File: config.mk
export PLATFORM = sky130hd
export DESIGN_NAME = program_mem_responder
export DESIGN_NICKNAME = d
export VERILOG_FILES = /design/src/rtl/memresp_pkg.sv /design/src/rtl/mem_bytearray.sv /design/src/rtl/program_mem_responder.sv
export SDC_FILE = /design/constraint.sdc
export NUM_CORES = 2
export LEC_CHECK = 0
export BUFFER_PORTS_ARGS = -buffer_cell sky130_fd_sc_hd__buf_4
export CORE_MARGIN = 10
export CORE_UTILIZATION = 60
export DETAILED_ROUTE_END_ITERATION = 8
export PLACE_DENSITY = 0.76
export SLEW_MARGIN = 25
export SYNTH_ARGS = -nofsm -noshare
export SYNTH_HDL_FRONTEND = slang
export SYNTH_SLANG_ARGS = --single-unit
File: constraint.sdc
create_clock -name clk -period 25.2 [get_ports clk]
set_input_delay 3.78 -clock clk [delete_from_list [all_inputs] [get_ports clk]]
set_output_delay 3.78 -clock clk [all_outputs]
set_load 0.03 [all_outputs]
File: src/rtl/memresp_pkg.sv
// Shared types and sizes for the program memory responder: loader FSM states
// and the byte/address/word widths of the unified memory.
package memresp_pkg;

    localparam int MEM_DEPTH = 256;
    localparam int ADDR_W    = 8;
    localparam int BYTE_W    = 8;
    localparam int WORD_W    = 32;
    localparam int COUNT_W   = 7;

    typedef enum logic [2:0] {
        IDLE = 3'd0,
        WB0  = 3'd1,
        WB1  = 3'd2,
        WB2  = 3'd3,
        WB3  = 3'd4
    } ld_state_t;

endpackage

File: src/rtl/mem_bytearray.sv
// 256 x 8 storage with one synchronous write port and one asynchronous read port.
// Contents are deliberately not reset so a reset never destroys a loaded program.
module mem_bytearray
    import memresp_pkg::*;
(
    input  logic              clk,
    input  logic              we,
    input  logic [ADDR_W-1:0] addr,
    input  logic [BYTE_W-1:0] data,
    input  logic [ADDR_W-1:0] rd_addr,
    output logic [BYTE_W-1:0] rd_data
);

    logic [BYTE_W-1:0] mem [MEM_DEPTH];

    always_ff @(posedge clk) begin
        if (we) begin
            mem[addr] <= data;
        end
    end

    assign rd_data = mem[rd_addr];

endmodule

File: src/rtl/program_mem_responder.sv
// Unified byte memory for the 8-bit multicycle core, plus a loader FSM that
// writes 32-bit words as four bytes (low byte first) while holding the core off.
module program_mem_responder
    import memresp_pkg::*;
#(
    parameter logic [ADDR_W-1:0] LOAD_BASE = 8'h00,
    parameter int                MAX_WORDS = 64
) (
    input  logic               clk,
    input  logic               reset,
    input  logic [ADDR_W-1:0]  adr,
    input  logic               memwrite,
    input  logic [BYTE_W-1:0]  writedata,
    output logic [BYTE_W-1:0]  memdata,
    input  logic               ld_valid,
    input  logic [WORD_W-1:0]  ld_word,
    input  logic               ld_last,
    output logic               ld_ready,
    output logic               busy,
    output logic [COUNT_W-1:0] ld_count,
    output logic               ld_err
);

    localparam logic [COUNT_W-1:0] COUNT_MAX = COUNT_W'(MAX_WORDS);

    ld_state_t         state;
    ld_state_t         state_next;
    logic [WORD_W-1:0] word_q;
    logic              last_q;
    logic [ADDR_W-1:0] ld_ptr;
    logic              ld_we;
    logic [BYTE_W-1:0] ld_byte;
    logic              room;
    logic              accept;
    logic              wr_we;
    logic [ADDR_W-1:0] wr_addr;
    logic [BYTE_W-1:0] wr_data;

    assign room   = (ld_count < COUNT_MAX);
    assign accept = ld_valid && ld_ready;

    // Handshake: a word transfers on a rising edge where ld_valid and ld_ready are both 1.
    always_comb begin
        state_next = state;
        ld_ready   = 1'b0;
        ld_we      = 1'b0;
        ld_byte    = '0;
        unique case (state)
            IDLE: begin
                ld_ready = 1'b1;
                if (ld_valid && room) begin
                    state_next = WB0;
                end
            end
            WB0: begin
                ld_we      = 1'b1;
                ld_byte    = word_q[7:0];
                state_next = WB1;
            end
            WB1: begin
                ld_we      = 1'b1;
                ld_byte    = word_q[15:8];
                state_next = WB2;
            end
            WB2: begin
                ld_we      = 1'b1;
                ld_byte    = word_q[23:16];
                state_next = WB3;
            end
            WB3: begin
                ld_we      = 1'b1;
                ld_byte    = word_q[31:24];
                state_next = IDLE;
            end
            default: state_next = IDLE;
        endcase
    end

    always_ff @(posedge clk or negedge reset) begin
        if (!reset) begin
            state <= IDLE;
        end else begin
            state <= state_next;
        end
    end

    // A rejected word only raises ld_err; it never starts a write burst or sets busy.
    always_ff @(posedge clk or negedge reset) begin
        if (!reset) begin
            word_q   <= '0;
            last_q   <= 1'b0;
            ld_ptr   <= LOAD_BASE;
            ld_count <= '0;
            ld_err   <= 1'b0;
            busy     <= 1'b0;
        end else begin
            if (accept) begin
                if (room) begin
                    word_q   <= ld_word;
                    last_q   <= ld_last;
                    ld_count <= ld_count + 1'b1;
                    busy     <= 1'b1;
                end else begin
                    ld_err <= 1'b1;
                end
            end
            if (ld_we) begin
                ld_ptr <= ld_ptr + 1'b1;
            end
            if (state == WB3 && last_q) begin
                busy <= 1'b0;
            end
        end
    end

    // Loader owns the write port whenever it is writing; busy also masks the core.
    assign wr_we   = ld_we || (memwrite && !busy);
    assign wr_addr = ld_we ? ld_ptr  : adr;
    assign wr_data = ld_we ? ld_byte : writedata;

    mem_bytearray u_mem (
        .clk     (clk),
        .we      (wr_we),
        .addr    (wr_addr),
        .data    (wr_data),
        .rd_addr (adr),
        .rd_data (memdata)
    );

endmodule

; Word level (Yosys, flattened, before mapping)
; Memory sizes are Yosys's and may differ from the RTL's.
; Index checks and enable logic that the tools add are counted.
[totals]
ff_bits = 53
ramBits = 2048
inputBits = 53
output_inout_bits = 18
wordCells = 42
n_memories = 1
[op_classes]
addsub = 2
order_cmp = 1
eq_ne = 5
muxes = 12
bitwise = 1
reduce_logical = 13
[memory_table]
columns = name, depth, word_bits, read_ports, rd_ports_with_merged_regs, write_ports, line_no
row1 = u_mem.mem, 256, 8, 1, 0, 1, mem_bytearray.sv:14  ; logic [BYTE_W-1:0] mem [MEM_DEPTH];
[ops]
columns = op, count
row1 = 8-bit one-hot mux with 4 select lines, 1
row2 = 8-bit two-way mux, 2
row3 = 3-bit one-hot mux with 4 select lines, 1
row4 = "8-bit by 1-bit adder with 8-bit output, second input constant", 1
row5 = "7-bit by 1-bit adder with 7-bit output, second input constant", 1
row6 = "7-bit less-than comparator, second input constant", 1
row7 = 1-bit two-way mux, 7
row8 = "3-bit by 2-bit equality test with 1-bit output, second input constant", 2
row9 = 2-bit AND reduction, 3
row10 = 1-bit logical AND, 4
row11 = 2-bit nonzero test, 2
row12 = 4-bit OR reduction, 1
row13 = "3-bit by 1-bit equality test with 1-bit output, second input constant", 1
row14 = "3-bit equality test, second input constant", 1
row15 = 3-bit logical NOT, 1
row16 = 3-bit two-way mux, 1
row17 = "2-bit != test, second input constant", 1
row18 = 1-bit logical NOT, 1
row19 = 1-bit logical OR, 1
row20 = 1-bit inverter, 1

; Depth between registers and ports, before layout
[depth]
depth_word = 6
ltp_mapped = 12
ltp_nobuf = 6

; Cells and area by module
; From an unflattened synthesis, not the netlist that was laid out.
[unflattened]
hier_cells = 3992
hier_area_um2 = 82019.9
[by_module_without_submodules]
columns = module, instances, cells_each, area_each_um2, seq_area_each_um2
row1 = mem_bytearray, 1, 3725, 79396.1, 61499.0
row2 = program_mem_responder, 1, 267, 2623.8, 1326.3

; Worst setup path before layout
; No wires, ideal clock.
[synth_path]
kind = input port to flip-flop
start = input writedata[0]
end = memory u_mem.mem[0][0], data pin
setup_time_ns = 1.579
t_arrival_ns = 10.895
required_time_ns = 23.621
path_slack_ns = 12.726
path_stages = 3
n_path_buf = 0
cell_sequence = mux4_2 nor2_1 a21oi_1
[synth_between]
elab_chain_len = 1
[synth_lines]
columns = item, line_no
row1 = start: declaration, program_mem_responder.sv:13  ; input logic [BYTE_W-1:0] writedata,
row2 = 8-bit two-way mux, program_mem_responder.sv:119  ; assign wr_data = ld_we ? ld_byte : writedata;
row3 = via u_mem.data[0], mem_bytearray.sv:9  ; input logic [BYTE_W-1:0] data,
row4 = end: declaration, mem_bytearray.sv:14
; The timed path passes the listed nets, and every way through them passes these cells.

; Worst setup path after layout
[layout_path]
start = input adr[0]
end = output memdata[4]
[layout_between]
elab_chain_len = 1
[layout_lines]
columns = item, line_no
row1 = start: declaration, program_mem_responder.sv:11  ; input logic [ADDR_W-1:0] adr,
row2 = memory 256 x 8 bit, --
row3 = end: declaration, program_mem_responder.sv:14  ; output logic [BYTE_W-1:0] memdata,
; No other way between the ends.

==> results.tsv <==
metric	value	unit
status	completed	
drt drc	0	
first-pass GRT wire length	289	mm
Cell variety after synth	72	
Vias/cell	6.87	
DIE AREA	153000	um^2
CP Capture Type	output pin	
# hold bufs at CTS	0	
relative slew slack	17.8	%
GRT Overall Usage	26.0	%
critical-path maximum fanout	106	
Comb power frac	19.1	%
most frequent cells in the layout	edfxtp_1, mux4_2, nor2_1	
ratio of cells with drive above 1 in the final layout	19.7	%
total gr overflow	0	
fin worst setup slack	11.64	ns
Max Fclk	73.7	MHz
peak supply drop	0.147	mV
register area share after synthesis	76.2	%
leading cell type in the layout, fill and taps excluded	edfxtp_1	
Power Dens Cells	107	nW/um^2
Non-Filler Instances	6094	
Post-CTS Setup Inserts	0	
Sink Count	2101	
Final Hold Fails	0	
leading area contributor after synthesis	edfxtp_1	
Placed Cells	5737	
Iter 0 DRT Violations	5895	
largest cells by area after synthesis	edfxtp_1, mux4_2, mux2i_1	
Routed WL	198	mm
max-slew violation count	0	
cell-internal power	6850	uW
# rows	135	
RSZ-0062 raised after global routing	false	
LEAKAGE	0.0287	uW
kind of critical path	in2out	
Final #Nets	4215	
TritonCTS clock tree	done	
FFs w/ async S/R, synth	2.52	%
post-layout power	9690	uW
core area	136000	um^2
Die Y	391	um
Initial DRT Pass Iterations	6	
clock tree buffer depth	3	
Max Cap Viol	0	
Initial Util	60.6	%
Clk Latency, worst-skew pair	0.82	ns
Synth warnings	0	
final instance area	90500	um^2
final setup TNS	0	ns
IO Port Bufs	70	
Final min period	13.56	ns
sequential power share	52.0	%
initial antenna violation count	7	
Startpoint Class	primary input	
EDFF count, synth	2048	
post-synthesis cell area	82400	um^2
Reg clk slew, reported paths	0.06	ns
root buffer cell	clkbuf_16	
# fillers	8308	
share of the synthesized area in the top cell type	74.6	%
mean post-synth cell area	20.3	um^2
placed instance area	84400	um^2
syn_nets	4112	
# setup viols final	0	
vias in the first global route	41500	
Resize count post-CTS	0	
Die X	391	um
CP arrival	9.78	ns
largest net degree at the start of global routing	256	
Period Utilization, post-route	53.8	%
cts bufs inserted	198	
Synth Register Bits	2101	
Final ANT Viol Nets	0	
worst slew pin tran	1.22	ns
dpl hpwl	115	mm
Mapped Cells	4057	
I/O pin count	71	
Clock Power Share	28.9	%
min-delay worst type	reg2reg	
Via Count	41900	
sw power	2840	uW
P&R area growth vs syn	9.80	%
worst endpoint required time	21.42	ns
H-tree Lvls	4	
Sw Ratio	29.3	%
Place WS	11.33	ns
wire length per cell	32.6	um
Routability Congestion	0.844	
Clock Skews	0.0339	ns
top_reg_cell synth	edfxtp_1	
critical path, cell delays in order:
cell and delay [ns]:
buf_8 0.50, buf_4 0.70, buf_12 0.71, buf_12 0.64
buf_4 0.75, mux4_2 0.60, a22oi_1 0.35, a21oi_1 0.22
or2_2 0.35, o22ai_1 0.51, a211oi_1 0.23, buf_4 0.25
layout make-up:
cell class / count / area [um^2] / share of cell area, %
Multi-Input combinational cell: 1702 / 18100 / 20.0
Sequential cell: 2101 / 62800 / 69.4
Clock inverter: 96 / 701 / 0.774
Timing Repair Buffer: 152 / 1330 / 1.47
Inverter: 5 / 18.8 / 0.0207
Antenna cell: 2 / 5.00 / 0.00553
Clock buffer: 255 / 5280 / 5.83
Tap cell: 1781 / 2230 / 2.46
flip-flops by register name (all words and copies together) (netlist names):
| register | count |
|---|---|
| ld_ptr | 8 |
| busy | 1 |
| state | 3 |
| u_mem.mem | 2048 |
| last_q | 1 |
| ld_count | 7 |
| ld_err | 1 |
| word_q | 32 |
metal layers:
metal	share of wire [%]	global-route usage (%)
met5	0.045	0
met4	3.9	9.71
met3	11	6.65
met2	47	39.7
met1	38	36.4
synthesized netlist by cell type (all sizes together), types with 8 or more instances:
| master | number |
|---|---|
| or3 | 19 |
| o22ai | 33 |
| a221oi | 25 |
| dfrtp | 53 |
| o221ai | 38 |
| nand2b | 9 |
| or2 | 25 |
| edfxtp | 2048 |
| xnor2 | 12 |
| nand2 | 166 |
| nor4 | 10 |
| o211ai | 8 |
| a31oi | 8 |
| nor3 | 12 |
| mux4 | 434 |
| o21ai | 27 |
| a21oi | 98 |
| buf | 151 |
| nand3b | 8 |
| nand3 | 10 |
| mux2i | 176 |
| a211oi | 26 |
| mux2 | 12 |
| clkbuf | 97 |
| a22oi | 148 |
| nor2b | 17 |
| nor2 | 287 |
| a22o | 11 |
final timing paths:
check                               endpoint       start  slack [ns]  depth (start not counted)
min in group asynchronous          ld_ptr[3]       reset        3.04                          1
max in group asynchronous         word_q[17]       reset       21.63                          1
setup / recovery                  memdata[4]      adr[0]       11.64                         12
hold / removal                    word_q[11]  word_q[11]        0.47                          2
setup reg to reg           u_mem.mem[162][1]    state[0]       20.54                          6
hold reg to reg                   word_q[11]  word_q[11]        0.47                          2
per-stage QoR:
stage,hold WS (ns),utilization (%)
finish,0.473,66.5
global route,0.496,66.5
CTS,0.474,66.5
detailed placement,0.457,62.1
global placement,0.452,62.0
floorplan,0.440,-
power by group through the flow:
stage / clock (uW) / sequential (uW) / combinational (uW)
after global routing: 2960 / 5050 / 1970
after floorplan: 0 / 5530 / 921
after CTS: 2820 / 5050 / 1800
after detailed placement: 0 / 5120 / 1790
after global placement: 0 / 5110 / 1700
final: 2800 / 5040 / 1850
kinds of logic after synthesis:
family	synth area share (%)
DFF	76.2
and+or+nand+nor	3.19
adders and majority gates	0.0304
AOI/OAI and AO/OA	3.98
muxes	14.4
xor gates and xnor gates	0.159
buffers and inverters	2.00
Power figures use the tool's default switching activity.
